File: config.mk
export PLATFORM = sky130hd
export DESIGN_NAME = mem_access_ctrl_flat
export DESIGN_NICKNAME = d
export VERILOG_FILES = /design/src/rtl/mem_access_ctrl_if.sv /design/src/rtl/mem_access_ctrl.sv /design/src/flat_wrapper.sv
export SDC_FILE = /design/constraint.sdc
export NUM_CORES = 1
export LEC_CHECK = 0
export ABC_AREA = 1
export ABC_CLOCK_PERIOD_IN_PS = 1500
export CAP_MARGIN = 25
export CORE_MARGIN = 1
export CORE_UTILIZATION = 30
export DETAILED_ROUTE_END_ITERATION = 8
export SLEW_MARGIN = 25
export SYNTH_ARGS = -nofsm -noshare
export SYNTH_HDL_FRONTEND = slang
export SYNTH_SLANG_ARGS = --single-unit
File: constraint.sdc
create_clock -name clock -period 1.5 [get_ports clock]
set_input_delay 0.15 -clock clock [delete_from_list [all_inputs] [get_ports clock]]
set_output_delay 0.15 -clock clock [all_outputs]
set_load 0.005 [all_outputs]
File: src/rtl/mem_access_ctrl_if.sv
// Bus bundle between the control unit, the access sequencer and the RAM.
// The slave view belongs to the sequencer; the master view drives it.
interface mem_access_ctrl_if #(
    parameter int ADDR_W = 9,
    parameter int DATA_W = 32
);
    logic              MEMread;
    logic              MEMwrite;
    logic [ADDR_W-1:0] mar_addr;
    logic [DATA_W-1:0] mdr_wdata;
    logic [DATA_W-1:0] ram_rdata;
    logic [ADDR_W-1:0] ram_addr;
    logic [DATA_W-1:0] ram_wdata;
    logic              ram_re;
    logic              ram_we;
    logic [DATA_W-1:0] mdr_rdata;
    logic              mem_done;
    logic              mem_err;

    modport slave (
        input  MEMread, MEMwrite, mar_addr, mdr_wdata, ram_rdata,
        output ram_addr, ram_wdata, ram_re, ram_we,
        output mdr_rdata, mem_done, mem_err
    );

    modport master (
        output MEMread, MEMwrite, mar_addr, mdr_wdata, ram_rdata,
        input  ram_addr, ram_wdata, ram_re, ram_we,
        input  mdr_rdata, mem_done, mem_err
    );
endinterface

File: src/rtl/mem_access_ctrl.sv
// Wait-state RAM access sequencer for the CPU control unit.
// Runs one fixed-length read or write per 4-phase MEMread/MEMwrite request.
module mem_access_ctrl #(
    parameter int ADDR_W     = 9,
    parameter int DATA_W     = 32,
    parameter int READ_WAIT  = 2,
    parameter int WRITE_WAIT = 1
) (
    input  logic               clock,
    input  logic               reset_n,
    mem_access_ctrl_if.slave   bus
);
    localparam int MAX_WAIT = (READ_WAIT > WRITE_WAIT) ? READ_WAIT : WRITE_WAIT;
    localparam int CNT_W    = (MAX_WAIT > 1) ? $clog2(MAX_WAIT) : 1;

    typedef enum logic [2:0] {
        IDLE, RD_WAIT, WR_WAIT, RD_DONE, WR_DONE, ERR
    } state_t;

    state_t            state, state_d;
    logic [CNT_W-1:0]  cnt, cnt_d;
    logic [ADDR_W-1:0] addr_q, addr_d;
    logic [DATA_W-1:0] wdata_q, wdata_d;
    logic [DATA_W-1:0] rdata_q, rdata_d;
    logic              re_q, re_d;
    logic              we_q, we_d;
    logic              done_q, done_d;
    logic              err_q, err_d;

    always_ff @(posedge clock) begin
        if (!reset_n) begin
            state   <= IDLE;
            cnt     <= '0;
            addr_q  <= '0;
            wdata_q <= '0;
            rdata_q <= '0;
            re_q    <= 1'b0;
            we_q    <= 1'b0;
            done_q  <= 1'b0;
            err_q   <= 1'b0;
        end else begin
            state   <= state_d;
            cnt     <= cnt_d;
            addr_q  <= addr_d;
            wdata_q <= wdata_d;
            rdata_q <= rdata_d;
            re_q    <= re_d;
            we_q    <= we_d;
            done_q  <= done_d;
            err_q   <= err_d;
        end
    end

    always_comb begin
        state_d = state;
        cnt_d   = cnt;
        addr_d  = addr_q;
        wdata_d = wdata_q;
        rdata_d = rdata_q;
        re_d    = 1'b0;
        we_d    = 1'b0;
        done_d  = 1'b0;
        err_d   = 1'b0;
        unique case (state)
            IDLE: begin
                if (bus.MEMread && bus.MEMwrite) begin
                    err_d   = 1'b1;
                    state_d = ERR;
                end else if (bus.MEMread) begin
                    addr_d  = bus.mar_addr;
                    cnt_d   = CNT_W'(READ_WAIT - 1);
                    re_d    = 1'b1;
                    state_d = RD_WAIT;
                end else if (bus.MEMwrite) begin
                    addr_d  = bus.mar_addr;
                    wdata_d = bus.mdr_wdata;
                    cnt_d   = CNT_W'(WRITE_WAIT - 1);
                    we_d    = 1'b1;
                    state_d = WR_WAIT;
                end
            end
            RD_WAIT: begin
                if (cnt != '0) begin
                    cnt_d = cnt - CNT_W'(1);
                    re_d  = 1'b1;
                end else begin
                    rdata_d = bus.ram_rdata;
                    state_d = RD_DONE;
                end
            end
            WR_WAIT: begin
                if (cnt != '0) begin
                    cnt_d = cnt - CNT_W'(1);
                    we_d  = 1'b1;
                end else begin
                    state_d = WR_DONE;
                end
            end
            // First DONE cycle always pulses; later cycles follow the request
            RD_DONE: begin
                done_d = bus.MEMread || !done_q;
                if (!bus.MEMread) state_d = IDLE;
            end
            WR_DONE: begin
                done_d = bus.MEMwrite || !done_q;
                if (!bus.MEMwrite) state_d = IDLE;
            end
            ERR: begin
                if (!bus.MEMread && !bus.MEMwrite) state_d = IDLE;
                else err_d = 1'b1;
            end
            default: state_d = IDLE;
        endcase
    end

    assign bus.ram_addr  = addr_q;
    assign bus.ram_wdata = wdata_q;
    assign bus.ram_re    = re_q;
    assign bus.ram_we    = we_q;
    assign bus.mdr_rdata = rdata_q;
    assign bus.mem_done  = done_q;
    assign bus.mem_err   = err_q;
endmodule

File: src/flat_wrapper.sv
// flat-port wrapper written by rule: the top's interface ports become plain ports
module mem_access_ctrl_flat 
#(
    parameter int ADDR_W     = 9,
    parameter int DATA_W     = 32,
    parameter int READ_WAIT  = 2,
    parameter int WRITE_WAIT = 1
)
  (clock, reset_n, bus_MEMread, bus_MEMwrite, bus_mar_addr, bus_mdr_wdata, bus_ram_rdata, bus_ram_addr, bus_ram_wdata, bus_ram_re, bus_ram_we, bus_mdr_rdata, bus_mem_done, bus_mem_err);
  mem_access_ctrl_if #(.ADDR_W(ADDR_W), .DATA_W(DATA_W)) bus_i ();
  input  logic clock;
  input  logic reset_n;
  input wire logic [$bits(bus_i.MEMread)-1:0] bus_MEMread;
  input wire logic [$bits(bus_i.MEMwrite)-1:0] bus_MEMwrite;
  input wire logic [$bits(bus_i.mar_addr)-1:0] bus_mar_addr;
  input wire logic [$bits(bus_i.mdr_wdata)-1:0] bus_mdr_wdata;
  input wire logic [$bits(bus_i.ram_rdata)-1:0] bus_ram_rdata;
  output wire logic [$bits(bus_i.ram_addr)-1:0] bus_ram_addr;
  output wire logic [$bits(bus_i.ram_wdata)-1:0] bus_ram_wdata;
  output wire logic [$bits(bus_i.ram_re)-1:0] bus_ram_re;
  output wire logic [$bits(bus_i.ram_we)-1:0] bus_ram_we;
  output wire logic [$bits(bus_i.mdr_rdata)-1:0] bus_mdr_rdata;
  output wire logic [$bits(bus_i.mem_done)-1:0] bus_mem_done;
  output wire logic [$bits(bus_i.mem_err)-1:0] bus_mem_err;
  assign bus_i.MEMread = bus_MEMread;
  assign bus_i.MEMwrite = bus_MEMwrite;
  assign bus_i.mar_addr = bus_mar_addr;
  assign bus_i.mdr_wdata = bus_mdr_wdata;
  assign bus_i.ram_rdata = bus_ram_rdata;
  assign bus_ram_addr = bus_i.ram_addr;
  assign bus_ram_wdata = bus_i.ram_wdata;
  assign bus_ram_re = bus_i.ram_re;
  assign bus_ram_we = bus_i.ram_we;
  assign bus_mdr_rdata = bus_i.mdr_rdata;
  assign bus_mem_done = bus_i.mem_done;
  assign bus_mem_err = bus_i.mem_err;
  mem_access_ctrl #(.ADDR_W(ADDR_W), .DATA_W(DATA_W), .READ_WAIT(READ_WAIT), .WRITE_WAIT(WRITE_WAIT)) u_core (.clock(clock), .reset_n(reset_n), .bus(bus_i));
endmodule
## Yosys cells after proc, flatten, opt, wreduce, memory -nomap -nowiden

Cells that the tools add are included.

- Register bits: 81
- Output and inout port bits: 77
- Word-level logic and storage cells: 70

- Add/subtract/negate cells: 1
- Equality and inequality tests: 13
- Multiplexer cells: 28
- Bitwise operators: 3
- Reductions and logical operators: 16

Operator list:

| cell | count |
|---|---|
| 3-bit two-way mux | 8 |
| 9-bit two-way mux | 2 |
| 3-bit case mux with 6 select lines | 1 |
| 1-bit two-way mux | 12 |
| 2-bit inequality test (second input constant) | 5 |
| 1-bit case mux with 2 select lines | 5 |
| 3-bit by 2-bit equality test with 1-bit output (second input constant) | 2 |
| 3-bit equality test (second input constant) | 2 |
| 3-bit AND reduction | 2 |
| 6-bit AND reduction | 1 |
| 4-bit by 3-bit inequality test with 1-bit output (second input constant) | 1 |
| 4-bit AND reduction | 1 |
| 2-bit nonzero test | 2 |
| 3-bit by 1-bit equality test with 1-bit output (second input constant) | 1 |
| 1-bit zero test | 3 |
| 3-bit zero test | 1 |
| 3-bit inequality test (second input constant) | 1 |
| 1-bit NOT | 3 |
| 1-bit logical AND | 2 |
| 1-bit logical OR | 2 |
| 2-bit by 1-bit inequality test with 1-bit output (second input constant) | 1 |
| 2-bit AND reduction | 1 |
| 2-bit OR reduction | 1 |
| 1-bit subtractor (second input constant) | 1 |

## Depth between registers and ports, before layout

Gate-level depths: netlist (run 1).

- Depth in word-level cells: 4
- Mapped depth: 9
- Mapped depth without buffers: 9

## Least setup slack after synthesis (run 1)

OpenSTA, ideal clock, no wires.

- Path kind: reg-to-reg
- Start point: reg u_core.state[2]
- End point: reg u_core.wdata_q[0] (netlist: u_core.bus.ram_wdata[0])
- Arrival: 1.157 ns
- Setup slack: 0.227 ns
- Stages on the path, launching flop included: 7
- Path buffers: 2
- Period minus slack after synthesis: 1.273 ns
- Cells stage by stage: dfxtp_1 > buf_6 > nor3_4 > nand3_2 > clkbuf_1 > o21ai_0 > nor2_1

- Word-level cells in the longest chain between the ends: 2

RTL lines:

| what | RTL line | source |
|---|---|---|
| start, declared | mem_access_ctrl.sv:20 | `state_t state, state_d;` |
| start signal, assigned | mem_access_ctrl.sv:42 | `state <= state_d;` |
| 3-bit zero test | mem_access_ctrl.sv:64 | `unique case (state)` |
| 4-bit AND reduction (no line) | -- |  |
| end signal, assigned | mem_access_ctrl.sv:45 | `wdata_q <= wdata_d;` |
| end, declared | mem_access_ctrl.sv:23 | `logic [DATA_W-1:0] wdata_q, wdata_d;` |

Every way passes these cells.
A chain may end at the register's enable or synchronous reset.

## Worst setup path after layout (run 1)

- Start point: in bus_MEMread
- End point: reg u_core.state[0]

- Word-level cells in the longest chain between the ends: 4
- Elaborated cells on any way between the ends: 10
- Those cells by class: 3 x eq/ne; 3 x mux; 4 x reduce/logical

RTL lines:

| what | RTL line | source |
|---|---|---|
| start, declared | flat_wrapper.sv:13 | `input wire logic [$bits(bus_i.MEMread)-1:0] bus_MEMread;` |
| 1-bit zero test | -- |  |
| 1-bit logical AND | mem_access_ctrl.sv:109 | `if (!bus.MEMread && !bus.MEMwrite) state_d = IDLE;` |
| 2-bit by 1-bit inequality test with 1-bit output (no line) | -- |  |
| 6-bit AND reduction (no line) | -- |  |

Parallel ways exist; a longest one is shown, timed or not.

==> flow_summary.toml, run 1 <==
[global_route]
grt_max_degree = 34
use_met1_pct = 20.7
grt_pass1_wl_mm = 14.0
grt_use_total_pct = 15.8
grt_pass1_vias = 2956
use_met3_pct = 4.39
grt.overflow.total = 0
use_met2_pct = 25.3
antenna_found_initial = 0
grt_busiest_layer = "met2"

[yosys]
synthMuxAreaShare_pct = 0
synthAdderAreaFrac_pct = 1.61
synth.distinct_cells = 20
synth_area_um2 = 3110
synth_warnings = 0
synth_top_family_by_area = "simple AND/OR/NAND/NOR gates"
synth-seq-cells = 81
syn_nets = 483
seq_area_frac_synth_pct = 52.1
synth_xor_xnor_area_share_pct = 0
synth_cells = 402
synth_area_per_cell_um2 = 7.75
synth-compound-area-share_pct = 13.3
synthSimpleGateAreaFrac_pct = 27.0

[critical_path]
ff2ff_path_depth = 7
r2r_end = "u_core.bus.ram_wdata[20]$_SDFFE_PN0P_"
cp-end-kind = "register"
worstSetupPathType = "in2reg"
timing.rr.start = "u_core.state[1]$_SDFFE_PN0P_"
path_buf_inv = 3
crit_chain = "clkdlybuf4s50_1, buf_4, inv_1, ha_1, nor2_1, nand2_1, nand2_1, nor2_1, nand3_1, nand2_1, nor2_1"
cp_slowest_stage_delay_ps = 430
crit_family = "buffers and inverters"
start_kind = "input port"
reg2reg_slack_ps = 140
slowest_stage = "clkdlybuf4s50_1"
path_max_fanout = 4
critical_path_required_ps = 1730
cp_data_arrival_time_ps = 1630
timing.critical_path.from = "bus_MEMread"
path_depth = 11

[cells_and_area]
num_antenna_cells = 0
multi_input_area_um2 = 1320
area_growth_pct = 63.8
register_area_um2 = 1630
layout.nets = 642
drive_gt1_share_pct = 9.01
final_cell_area_um2 = 5100
fillerInstances = 942

[pwr]
p_comb_share_pct = 39.0
p_switching_mw = 2.37
p_per_area_nw_per_um2 = 1420
p_leak_nw = 1.90
ir_drop_mv = 0.486
switching_share_pct = 32.7
p_int_mw = 4.86
p_seq_share_pct = 39.9
pwr-share-clk_pct = 21.1

[drt]
first_pass_iters = 4
drt_iter0_markers = 114
ant_nets = 0
avgViaCountPerCell = 4.58
postRouteWirelength_mm = 8.73
drc_errors = 0
vias = 3200
routedWlPerCell_um = 12.5

[clock_tree]
cts.path.max_buffers = 2
clockRootBuffer = "clkbuf_8"
htreeDepth = 3
postCtsHoldBufs = 0
clock-sinks = 81
insertion_delay_ps = 340
cts_buffers = 9
cts_tree = "built"
post_cts_buffers = 0
clkSlewWorstSetupHoldPaths_ps = 80
ctsResizeCount = 0

[die]
start_util_pct = 31.4
io_pins = 154
rows = 36
core_um2 = 9910
die_h_um = 104
die_area_um2 = 10800
chipWidth_um = 104

[min_path]
hold_depth = 3
holdCritPathClass = "in2reg"
min-delay-start = "bus_ram_rdata[14]"
hold_path_end = "u_core.bus.mdr_rdata[14]$_SDFFE_PN0P_"

[timing]
hold_violations = 0
max_clock_freq_mhz = 716
worstMarginPinSlew_ps = 285
finalSetupViolations = 0
drv_slew = 0
hold_ws_ps = 389
fin_ws_ps = 103
fin_crit_ps = 1400
finClkSkew_ps = 9.52
relSlewSlack_pct = 81.0
final.period_utilization_pct = 93.1

[outcome]
status = "complete, no violations"

[place]
pre_cts_slack_ps = -270
place_hpwl_mm = 6.18
gp_congestion = 0.868
portBuffers = 153
dpl-instance-area_um2 = 4900

[run]
maxCapViolCount = 0
## worst max-delay path by stage
| stage | to |
|---|---|
| floorplan | u_core.bus.ram_wdata[0]$_SDFFE_PN0P_ |
| global placement | u_core.bus.ram_wdata[18]$_SDFFE_PN0P_ |
| detailed placement | u_core.bus.ram_wdata[24]$_SDFFE_PN0P_ |
| CTS | u_core.bus.ram_wdata[24]$_SDFFE_PN0P_ |
| global route | u_core.state[0]$_SDFFE_PN0P_ |
| finish | u_core.state[0]$_SDFFE_PN0P_ |
## flip-flops by register name, indices dropped and copies added, names as in the netlist
signal                count
u_core.bus.ram_we         1
u_core.state              3
u_core.cnt                1
u_core.bus.ram_re         1
u_core.bus.mdr_rdata     32
u_core.bus.ram_addr       9
u_core.bus.ram_wdata     32
u_core.bus.mem_done       1
u_core.bus.mem_err        1
## metal layers
metal  up-vias  wire length [um]
li1       1641                 -
met1      1406              4060
met2       146              3840
met3         7               741
met4         0                91
met5         -                 0
## cells in the final DEF, fill, tap and decap left out, types with 2 or more instances in the layout
cell type,instances
buf_4,18
buf_12,5
inv_2,3
o21ai_0,34
clkinv_2,2
nand3_1,51
clkbuf_8,9
inv_1,6
nor2_2,3
clkdlybuf4s50_1,153
clkbuf_1,2
nor3_4,2
a21oi_1,46
nand4_1,2
nor2_1,80
nand2_1,56
dfxtp_2,3
ha_1,3
dfxtp_1,78
## cell usage after synthesis (all sizes together)
cell,instances,area share (%)
nor2,83,10
dfxtp,81,52
nand2,57,6.9
nand3,52,8.5
a21oi,46,7.4
o21ai,34,5.5
clkbuf,17,2.0
buf,11,2.7
inv,9,1.1
ha,4,1.6
nor3,3,1.2
nand4,2,0.40
a211oi,1,0.24
clkinv,1,0.12
o21a,1,0.24
## worst register-to-register path: stages (launching register included)
cell	delay, ps
dfxtp_2	370
nor3_4	230
nand3_2	120
buf_12	180
inv_2	110
buf_12	150
nor2_1	50
nor2_1	100
## stage by stage
step	utilization [%]	std cells	power (mW)	setup TNS, ps
2_1_floorplan	-	402	4.27	0
3_3_place_gp	49.4	683	5.70	-9010
3_5_place_dp	49.4	683	5.74	-9890
4_1_cts	51.3	699	7.31	0
5_1_grt	51.5	699	7.72	-1.81
6_report	51.5	699	7.23	0
## cell type report
| type | instances | area share [%] |
|---|---|---|
| sequential | 81 | 31.9 |
| inverter | 10 | 0.736 |
| multi-input combinational | 283 | 25.8 |
| tap | 133 | 3.26 |
| clock buffer | 11 | 2.57 |
| clock inverter | 5 | 1.10 |
| timing repair buffer | 176 | 34.6 |
## logic make-up (layout without fill, tap and decap cells)
family	after synthesis	after routing
AO/OA/AOI/OAI	82	82
flip-flops	81	81
adder cells (fa/ha/maj)	4	4
buffers and inverters	38	202
AND/OR/NAND/NOR	197	197
## power groups by stage
| stage | clock (mW) | sequential [mW] | combinational, mW |
|---|---|---|---|
| global placement | 0 | 2.91 | 2.79 |
| floorplan | 0 | 2.90 | 1.37 |
| detailed placement | 0 | 2.92 | 2.82 |
| CTS | 1.60 | 2.88 | 2.83 |
| global route | 1.66 | 2.94 | 3.12 |
| finish | 1.52 | 2.88 | 2.82 |
(Power assumes the default switching activity.)
==> run 2: changes to the inputs <==
--- a/config.mk
+++ b/config.mk
@@ -11,6 +11,7 @@
 export CORE_MARGIN = 1
 export CORE_UTILIZATION = 30
 export DETAILED_ROUTE_END_ITERATION = 8
+export HOLD_SLACK_MARGIN = 0.03
 export SLEW_MARGIN = 25
 export SYNTH_ARGS = -nofsm -noshare
 export SYNTH_HDL_FRONTEND = slang
==> results of run 2 <==
No change in the layout: final DEF, timing and power equal those of run 1.
==> run 3: changes to the inputs <==
--- a/config.mk
+++ b/config.mk
@@ -8,6 +8,7 @@
 export ABC_AREA = 1
 export ABC_CLOCK_PERIOD_IN_PS = 1500
 export CAP_MARGIN = 25
+export CORE_ASPECT_RATIO = 1.4
 export CORE_MARGIN = 1
 export CORE_UTILIZATION = 30
 export DETAILED_ROUTE_END_ITERATION = 8
==> flow_summary.toml, run 3 (synthesis results as in run 1) <==
[outcome]
status = "complete, no violations"

[critical_path]
cp_data_arrival_time_ps = 1650
cp_slowest_stage_delay_ps = 480
worstSetupPathType = "in2reg"
critical_path_required_ps = 1760
cp-end-kind = "register"
slowest_stage = "clkdlybuf4s50_1"
path_buf_inv = 3
start_kind = "input port"
crit_chain = "clkdlybuf4s50_1, buf_4, inv_1, ha_2, nor2_1, nand2_2, nand2_1, nor2_2, nand3_1, nand2_1, nor2_1"
path_max_fanout = 4
crit_family = "buffers and inverters"

[global_route]
grt_pass1_wl_mm = 13.6
grt.overflow.total = 0
grt_max_degree = 45
antenna_found_initial = 0
grt_pass1_vias = 3090
grt_use_total_pct = 15.9

[timing]
final.period_utilization_pct = 92.9
finalSetupTns_ps = 0
finalSetupViolations = 0
drv_slew = 0
rsz0062_at_grt = "no"
max_clock_freq_mhz = 717
fin_crit_ps = 1390
relSlewSlack_pct = 69.7
hold_violations = 0
finClkSkew_ps = 2.94
hold_ws_ps = 404
worstMarginPinSlew_ps = 455

[drt]
postRouteWirelength_mm = 8.68
ant_nets = 0
first_pass_iters = 4
drt_iter0_markers = 130
drc_errors = 0
vias = 3218
routedWlPerCell_um = 12.4
avgViaCountPerCell = 4.60

[place]
dpl-instance-area_um2 = 4890
gp_congestion = 0.845
place_hpwl_mm = 6.20
portBuffers = 153

[clock_tree]
clockRootBuffer = "clkbuf_16"
insertion_delay_ps = 320
cts_tree = "built"
cts.path.max_buffers = 2
clkSlewWorstSetupHoldPaths_ps = 60
htreeDepth = 3
post_cts_buffers = 0
clock-sinks = 81
ctsResizeCount = 0
postCtsHoldBufs = 0
cts_buffers = 9

[pwr]
p_per_area_nw_per_um2 = 1510
ir_drop_mv = 0.699
power_mw = 7.87
p_leak_nw = 1.96

[cells_and_area]
num_antenna_cells = 0
drive_gt1_share_pct = 9.20
layout.nets = 642
area_growth_pct = 67.5
layout_commonest_cell = "clkdlybuf4s50_1"
fillerInstances = 1008
fin_util_pct = 52.1
final_cell_area_um2 = 5220
final_cell_mix = "clkdlybuf4s50_1, nor2_1, dfxtp_1, nand2_1, nand3_1"

[die]
start_util_pct = 31.1
io_pins = 154
core_um2 = 10000
rows = 43
die_h_um = 123
die_area_um2 = 10800
chipWidth_um = 88.1

[min_path]
holdCritPathClass = "in2reg"

[run]
maxCapViolCount = 0
run 3: final cells by class:
class | count | area (um^2) | share of cell area (%)
inverters | 10 | 37.5 | 0.720
multi-input cells | 283 | 1330 | 25.6
repair buffers | 176 | 1750 | 33.6
clock inverters | 3 | 40.0 | 0.768
clock buffers | 12 | 256 | 4.92
flip-flops and latches | 81 | 1620 | 31.1
well taps | 135 | 169 | 3.24
run 3: path summary, 6_finish.rpt:
kind                                                       startpoint                                    end  slack (ps)  depth (start not counted)
worst max register to register           u_core.state[2]$_SDFFE_PN0P_    u_core.bus.ram_addr[5]$_SDFFE_PN0P_         130                          6
worst min register to register  u_core.bus.mdr_rdata[23]$_SDFFE_PN0P_  u_core.bus.mdr_rdata[23]$_SDFFE_PN0P_         460                          2
worst min-delay path                                  bus_mar_addr[4]    u_core.bus.ram_addr[4]$_SDFFE_PN0P_         400                          3
worst max-delay path                                     bus_MEMwrite           u_core.state[1]$_SDFFE_PN0P_         110                         11
run 3: power breakdown:
group	internal [mW]	leakage [nW]	switching, mW
combinational	1.50	1.15	1.36
clock	1.36	0.148	0.783
sequential	2.60	0.661	0.269
run 3: through the flow:
step	instances	setup WS (ps)
floorplan	402	227
global placement	685	-227
CTS	700	36.3
global route	700	11.0
finish	700	106
detailed placement	685	-275
run 3: tightest hold or removal path, stage by stage:
cell and delay (ps):
clkdlybuf4s50_1 400, nand3_1 80, a21oi_1 60
run 3: metal layers:
metal | track usage (%) | vias up | routed length (um)
met5 | 0 | - | 0
met4 | 5.04 | 0 | 138
met3 | 6.46 | 12 | 880
met2 | 28.7 | 135 | 4150
met1 | 16.6 | 1433 | 3500
li1 | - | 1638 | -
